[config.mk]
export PLATFORM = sky130hd
export DESIGN_NAME = mp_responder
export DESIGN_NICKNAME = d
export VERILOG_FILES = /design/src/rtl/mp_responder.sv
export SDC_FILE = /design/constraint.sdc
export NUM_CORES = 2
export LEC_CHECK = 0
export ABC_AREA = 1
export ABC_CLOCK_PERIOD_IN_PS = 12000
export BUFFER_PORTS_ARGS = -buffer_cell sky130_fd_sc_hd__buf_2
export CAP_MARGIN = 20
export CELL_PAD_IN_SITES_DETAIL_PLACEMENT = 2
export CELL_PAD_IN_SITES_GLOBAL_PLACEMENT = 2
export CORE_UTILIZATION = 35
export CTS_CLUSTER_SIZE = 25
export DETAILED_ROUTE_END_ITERATION = 6
export GPL_TIMING_DRIVEN = 0
export PLACE_DENSITY = 0.75
export SETUP_SLACK_MARGIN = 0.2
export SYNTH_ARGS = -nofsm -noshare
export SYNTH_HDL_FRONTEND = slang
export SYNTH_SLANG_ARGS = --single-unit
[constraint.sdc]
create_clock -name clock -period 12 [get_ports clock]
set_clock_uncertainty 0.1 [all_clocks]
set_input_delay 0.6 -clock clock [delete_from_list [all_inputs] [get_ports clock]]
set_output_delay 0.6 -clock clock [all_outputs]
set_load 0.1 [all_outputs]
[src/rtl/mp_responder.sv]
`default_nettype none
// ============================================================================
// Module   : mp_responder
// Purpose  : Main-memory responder for cache fills (reads) and dirty-line
//            write-backs (writes). 256 x 8 register array behind a
//            valid/ready request channel with a fixed access latency and a
//            one-cycle completion pulse for both reads and writes.
// Ports    : clock        - rising-edge clock
//            reset        - synchronous, active-high
//            req_valid    - request present
//            req_ready    - responder idle, can accept a request
//            req_wren     - 1 = write, 0 = read
//            req_address  - 8-bit word address
//            req_data     - write data (ignored for reads)
//            resp_valid   - one-cycle completion pulse
//            resp_wren    - echo of the accepted req_wren
//            resp_data    - read data, or the written data for a write
//            rd_count     - completed reads, modulo 256
//            wr_count     - completed writes, modulo 256
// Revision : 1.0 - initial release
// ============================================================================
module mp_responder #(
  parameter int LATENCY      = 2,
  parameter int INIT_PATTERN = 1
) (
  input  logic       clock,
  input  logic       reset,
  input  logic       req_valid,
  output logic       req_ready,
  input  logic       req_wren,
  input  logic [7:0] req_address,
  input  logic [7:0] req_data,
  output logic       resp_valid,
  output logic       resp_wren,
  output logic [7:0] resp_data,
  output logic [7:0] rd_count,
  output logic [7:0] wr_count
);

  // Reject builds whose latency does not fit the 4-bit down-counter.
  if (LATENCY < 1 || LATENCY > 15) begin : g_bad_latency
    $error("mp_responder: LATENCY must be in 1..15");
  end

  localparam logic [1:0] c_st_idle = 2'd0;
  localparam logic [1:0] c_st_wait = 2'd1;
  localparam logic [1:0] c_st_resp = 2'd2;

  localparam logic [3:0] c_lat_load = 4'(LATENCY - 1);

  // Power-up image of the array: identity pattern or all zero.
  function automatic logic [255:0][7:0] f_mem_init();
    logic [255:0][7:0] v;
    for (int i = 0; i < 256; i++) begin
      v[i] = (INIT_PATTERN != 0) ? 8'(i) : 8'h00;
    end
    return v;
  endfunction

  localparam logic [255:0][7:0] c_mem_init = f_mem_init();

  // The array carries no reset; its contents survive reset and only the
  // declaration initialiser defines the power-up image.
  logic [255:0][7:0] r_mem = c_mem_init;

  logic [1:0] r_state;
  logic [3:0] r_cnt;
  logic [7:0] r_addr;
  logic [7:0] r_data;
  logic       r_wren;
  logic       r_resp_wren;
  logic [7:0] r_resp_data;
  logic [7:0] r_rd_count;
  logic [7:0] r_wr_count;

  logic w_access;

  // The access edge is the WAIT edge on which the counter has reached zero.
  assign w_access = (r_state == c_st_wait) && (r_cnt == 4'd0);

  always_ff @(posedge clock) begin
    if (reset) begin
      r_state     <= c_st_idle;
      r_cnt       <= 4'd0;
      r_addr      <= 8'h00;
      r_data      <= 8'h00;
      r_wren      <= 1'b0;
      r_resp_wren <= 1'b0;
      r_resp_data <= 8'h00;
      r_rd_count  <= 8'h00;
      r_wr_count  <= 8'h00;
    end else begin
      case (r_state)
        c_st_idle: begin
          if (req_valid) begin
            r_addr  <= req_address;
            r_data  <= req_data;
            r_wren  <= req_wren;
            r_cnt   <= c_lat_load;
            r_state <= c_st_wait;
          end
        end
        c_st_wait: begin
          if (r_cnt == 4'd0) begin
            r_resp_wren <= r_wren;
            if (r_wren) begin
              r_resp_data <= r_data;
              r_wr_count  <= r_wr_count + 8'd1;
            end else begin
              r_resp_data <= r_mem[r_addr];
              r_rd_count  <= r_rd_count + 8'd1;
            end
            r_state <= c_st_resp;
          end else begin
            r_cnt <= r_cnt - 4'd1;
          end
        end
        c_st_resp: begin
          r_state <= c_st_idle;
        end
        default: begin
          r_state <= c_st_idle;
        end
      endcase
    end
  end

  // Array write port; reset on the access edge suppresses the commit.
  always_ff @(posedge clock) begin
    if (!reset && w_access && r_wren) begin
      r_mem[r_addr] <= r_data;
    end
  end

  assign req_ready  = (r_state == c_st_idle);
  assign resp_valid = (r_state == c_st_resp);
  assign resp_wren  = r_resp_wren;
  assign resp_data  = r_resp_data;
  assign rd_count   = r_rd_count;
  assign wr_count   = r_wr_count;

endmodule
`default_nettype wire

* Yosys cells after proc, flatten, opt, wreduce, memory -nomap -nowiden
Cells that the tools add are included.
** Cells by class
- $add $sub $neg :: 3
- $lt $le $gt $ge :: 2
- Equality and inequality tests :: 5
- Mux-type cells :: 12
- Bitwise gates (word level) :: 1
- Reduce and logical (&&, ||, !) cells :: 14
** Operators by type and width (number)
- 2048-bit bitwise mux :: 1
- 8-bit binary-select mux with 8-bit select :: 1
- 8-bit demux with 8-bit select :: 1
- 8-bit 2-to-1 mux :: 3
- 8-bit by 1-bit adder with 8-bit output (second input constant) :: 2
- 8-bit by 9-bit less-than comparator with 1-bit output (second input constant) :: 1
- 3-bit AND reduction :: 3
- 8-bit by 1-bit >= comparator with 1-bit output (second input constant) :: 1
- 4-bit 2-to-1 mux :: 2
- 4-bit one-hot mux with 2 select lines :: 1
- 2-bit AND reduction :: 3
- 1-bit logical AND :: 4
- 4-bit zero test :: 1
- 2-bit 2-to-1 mux :: 2
- 2-bit != test (second input constant) :: 2
- 2-bit one-hot mux with 2 select lines :: 1
- 4-bit by 1-bit subtractor with 4-bit output (second input constant) :: 1
- 2-bit by 1-bit == test with 1-bit output (second input constant) :: 1
- 2-bit == test (second input constant) :: 1
- 2-bit zero test :: 1
- 2-bit by 1-bit != test with 1-bit output (second input constant) :: 1
- 2-bit nonzero test :: 1
- 1-bit zero test :: 1
- 1-bit inverter :: 1
** Storage, ports and cells
- Register bits after elaboration :: 2096
- Input port bits :: 20
- Output and inout bits :: 27
- Logic and storage cells :: 302

* Logic depth before layout (Yosys ltp)
- Depth after elaboration :: 5
- Gate-level depth with buffers :: 17
- Gate-level depth less buffers :: 15

* Least setup slack after synthesis
Ideal clock, no wire load.
- Kind :: flip-flop to flip-flop
- Start point :: reg r_data[0]
- End point :: reg r_mem[0] in the netlist's numbering (data pin)
- Library setup time :: 0.856 ns
- Data arrival time :: 3.397 ns
- Data required time :: 11.044 ns
- Path slack :: 7.647 ns
- Stages on the path, launching flop included :: 1
- Path buffers :: 0
- Clock period less this slack :: 4.353 ns
- Cells stage by stage :: dfxtp_1
** Between the ends
- Longest elaborated chain between the ends :: 1
** Ends and longest elaborated chain
- start, declared :: line 69 : logic [7:0] r_data;
- start signal, assigned :: line 97 : r_data <= req_data;
- 2048-bit bitwise mux :: line 131 : r_mem[r_addr] <= r_data;
- end signal, assigned by index :: line 131
- end, declared :: line 64 : logic [255:0][7:0] r_mem = c_mem_init;
Every way passes these cells.
A chain may end at the register's enable or synchronous reset.

==> impl_metrics.toml <==
[status]
status = "finished, final reports clean"

[layout]
drive_above_1_share_pct = 8.037
final_area_um2 = 99100
nNetsFinal = 8398
areaGrowthSynthToFinish_pct = 14.58
mostFrequentLayoutCells = "nand2_1, edfxtp_1, nand3_1"
final_common_cell = "nand2_1"
stdcell_count = 11800

[worst_setup_path]
cpMostUsedCell = "nor2_1"
crit_required_ps = 12400
worstPathMaxFanout = 10
start_kind = "flip-flop"
path_cells = "nor2_1 > buf_2 > buf_1 > nand2_1 > clkbuf_2 > nor2_1"
slowest_stage = "nor2_1"
critPathCaptureType = "flip-flop"
setup.worst_path.class = "flip-flop to flip-flop"
max_stage_delay_ps = 920
cp.arrival_ps = 6060
critical_path.top_delay_family = "simple AND/OR/NAND/NOR gates"
timing.critical_path.buf_inv = 3

[pwr]
switchingPower_uw = 5028
power-per-cell-area_nw_per_um2 = 175.1
sequentialPowerShare_pct = 47.4
ir_drop_mv = 0.1185
swShare_pct = 28.98
intPower_uw = 12320
pwr-share-clk_pct = 39.2
comb_power_share_pct = 13.4
p_leak_uw = 0.03821

[sta]
rsz0062_at_grt = "false"
hold_violations = 0
fin_crit_ps = 5659
setup_viol = 0
fin_setup_tns_ps = 0
maxSlewViolCount = 0
tightest_slew_ps = 1243
max_freq_ghz = 0.1767
timing.hold.ws_ps = 220.9
slew-limit-headroom_pct = 16.25
fin_crit_sh_pct = 47.16

[global_routing]
track_usage_pct = 29.13
antenna_found_initial = 29
grt_max_degree = 71
grt_pass1_wl_um = 515900
grt_pass1_vias = 69520
overflow = 0

[synthesis]
ys.flop_type = "edfxtp_1"
synth.net_count = 8061
avgSynthCellArea_um2 = 10.76
synth_seq_area_share_pct = 72.21
synth_area_um2 = 86490
synth_cells = 8037
ys_ff_latch = 2096
synth_async_sr_flop_share_pct = 0
synth_edf_count = 2048
ys_types = 27
yosys_warnings = 0

[clocking]
insertion_delay_ps = 900
cts_root_buf = "clkbuf_16"
holdBufCountCts = 11
ctsHtreeMaxLevel = 4
clockBufferDepth = 3
cts_sinks = 2096
cts_setup_buffers = 0
cts_resized = 0
clkTransAtPathRegs_ps = 60
numCtsBuffers = 220
cts_tree = "built"

[drt]
drc_errors = 0
postRouteAntennaNets = 0
wl_per_cell_um = 31.14
via_per_inst = 5.512
drt_iter0_markers = 6618
vias = 65020
first_pass_iters = 7
wl_um = 367300

[floorplan]
die_h_um = 499.1
rows = 182
dieArea_um2 = 249100
die_x_um = 499.1
io_pins = 47
start_util_pct = 35.20
core_area_um2 = 245700

[placed_design]
dp_cells = 11360
place_area_um2 = 91970
port_buffers = 45
gp_congestion = 0.9807
hpwlAfterDp_um = 259000

[run]
cap_violations = 0

[worst_hold_path]
hold_path.class = "input pin to flip-flop"
power groups by stage:
stage                     Sequential (µW)  Clock, µW  Combinational, µW
after floorplan                      8510          0                952
after global placement               8770          0               1850
after detailed placement             8380          0               2250
after CTS                            8220       6840               2290
after global routing                 8220       7080               2420
final                                8230       6800               2320
through the flow:
| stage | power, µW | worst slack (ps) | utilization, % |
|---|---|---|---|
| CTS | 17350 | 6529 | 40.30 |
| global placement | 10620 | 827.8 | 36.93 |
| global route | 17720 | 6475 | 40.32 |
| floorplan | 9460 | 7647 | - |
| finish | 17350 | 6341 | 40.33 |
| detailed placement | 10630 | 6569 | 37.43 |
cell usage after synthesis (39+ instances only):
cell | count | area share [%]
nand4_1 | 130 | 0.94
nor2_1 | 366 | 1.6
buf_1 | 44 | 0.19
a21oi_1 | 39 | 0.23
edfxtp_1 | 2048 | 71
clkbuf_1 | 170 | 0.74
buf_2 | 241 | 1.4
inv_1 | 47 | 0.20
dfxtp_1 | 48 | 1.1
o21ai_1 | 70 | 0.41
o21ai_0 | 94 | 0.54
nand2_1 | 4133 | 18
nand3_1 | 564 | 3.3
registers in the layout, summed over array words and instances, names as in the netlist, 2 cells and up:
name       count
resp_data      8
r_addr         8
r_cnt          4
r_state        2
wr_count       8
r_mem       2048
rd_count       8
r_data         8
worst paths after layout:
kind / from / to / slack, ps / cells after the start
worst min register to register: r_cnt[0]$_SDFFE_PP0P_ / r_cnt[0]$_SDFFE_PP0P_ / 420 / 1
worst min-delay path: reset / resp_data[7]$_SDFFE_PP0N_ / 220 / 2
worst max-delay path: r_addr[2]$_SDFFE_PP0P_ / r_mem[1695]$_DFFE_PP_ / 6340 / 6
worst max register to register: r_addr[2]$_SDFFE_PP0P_ / r_mem[1695]$_DFFE_PP_ / 6340 / 6
cells by family after synthesis:
logic type	after synthesis	share of synthesized area [%]
AND/OR/NAND/NOR	5214	23.89
adder cells (fa/ha/maj)	4	0.05787
flip-flops	2096	72.21
XOR/XNOR	1	0.01013
AO/OA/AOI/OAI	206	1.199
buffers and inverters	516	2.631
routing by layer:
metal  wire, µm  vias up  track usage [%]
met5         21        -                0
met1     147300    33940            37.05
li1           -    27750                -
met2     171500     2593            47.17
met4      23080        4            16.34
met3      25430      731            4.877
final cells by class:
type,count,area [µm²]
Inverter,52,195.2
Fill cell,25650,146600
Clock buffer,271,5707
Sequential cell,2096,62490
Multi-Input combinational cell,5425,21760
Timing Repair Buffer,115,1553
Tap cell,3220,4029
Buffer,464,2092
Clock inverter,137,1234
Antenna cell,16,40.04
worst register-to-register path, stage by stage, from the launching register on:
cell	delay, ps
dfxtp_1	340
nor2_1	870
buf_2	660
buf_1	730
nand2_1	870
clkbuf_2	770
nor2_1	930
Power figures use the tool's default switching activity.
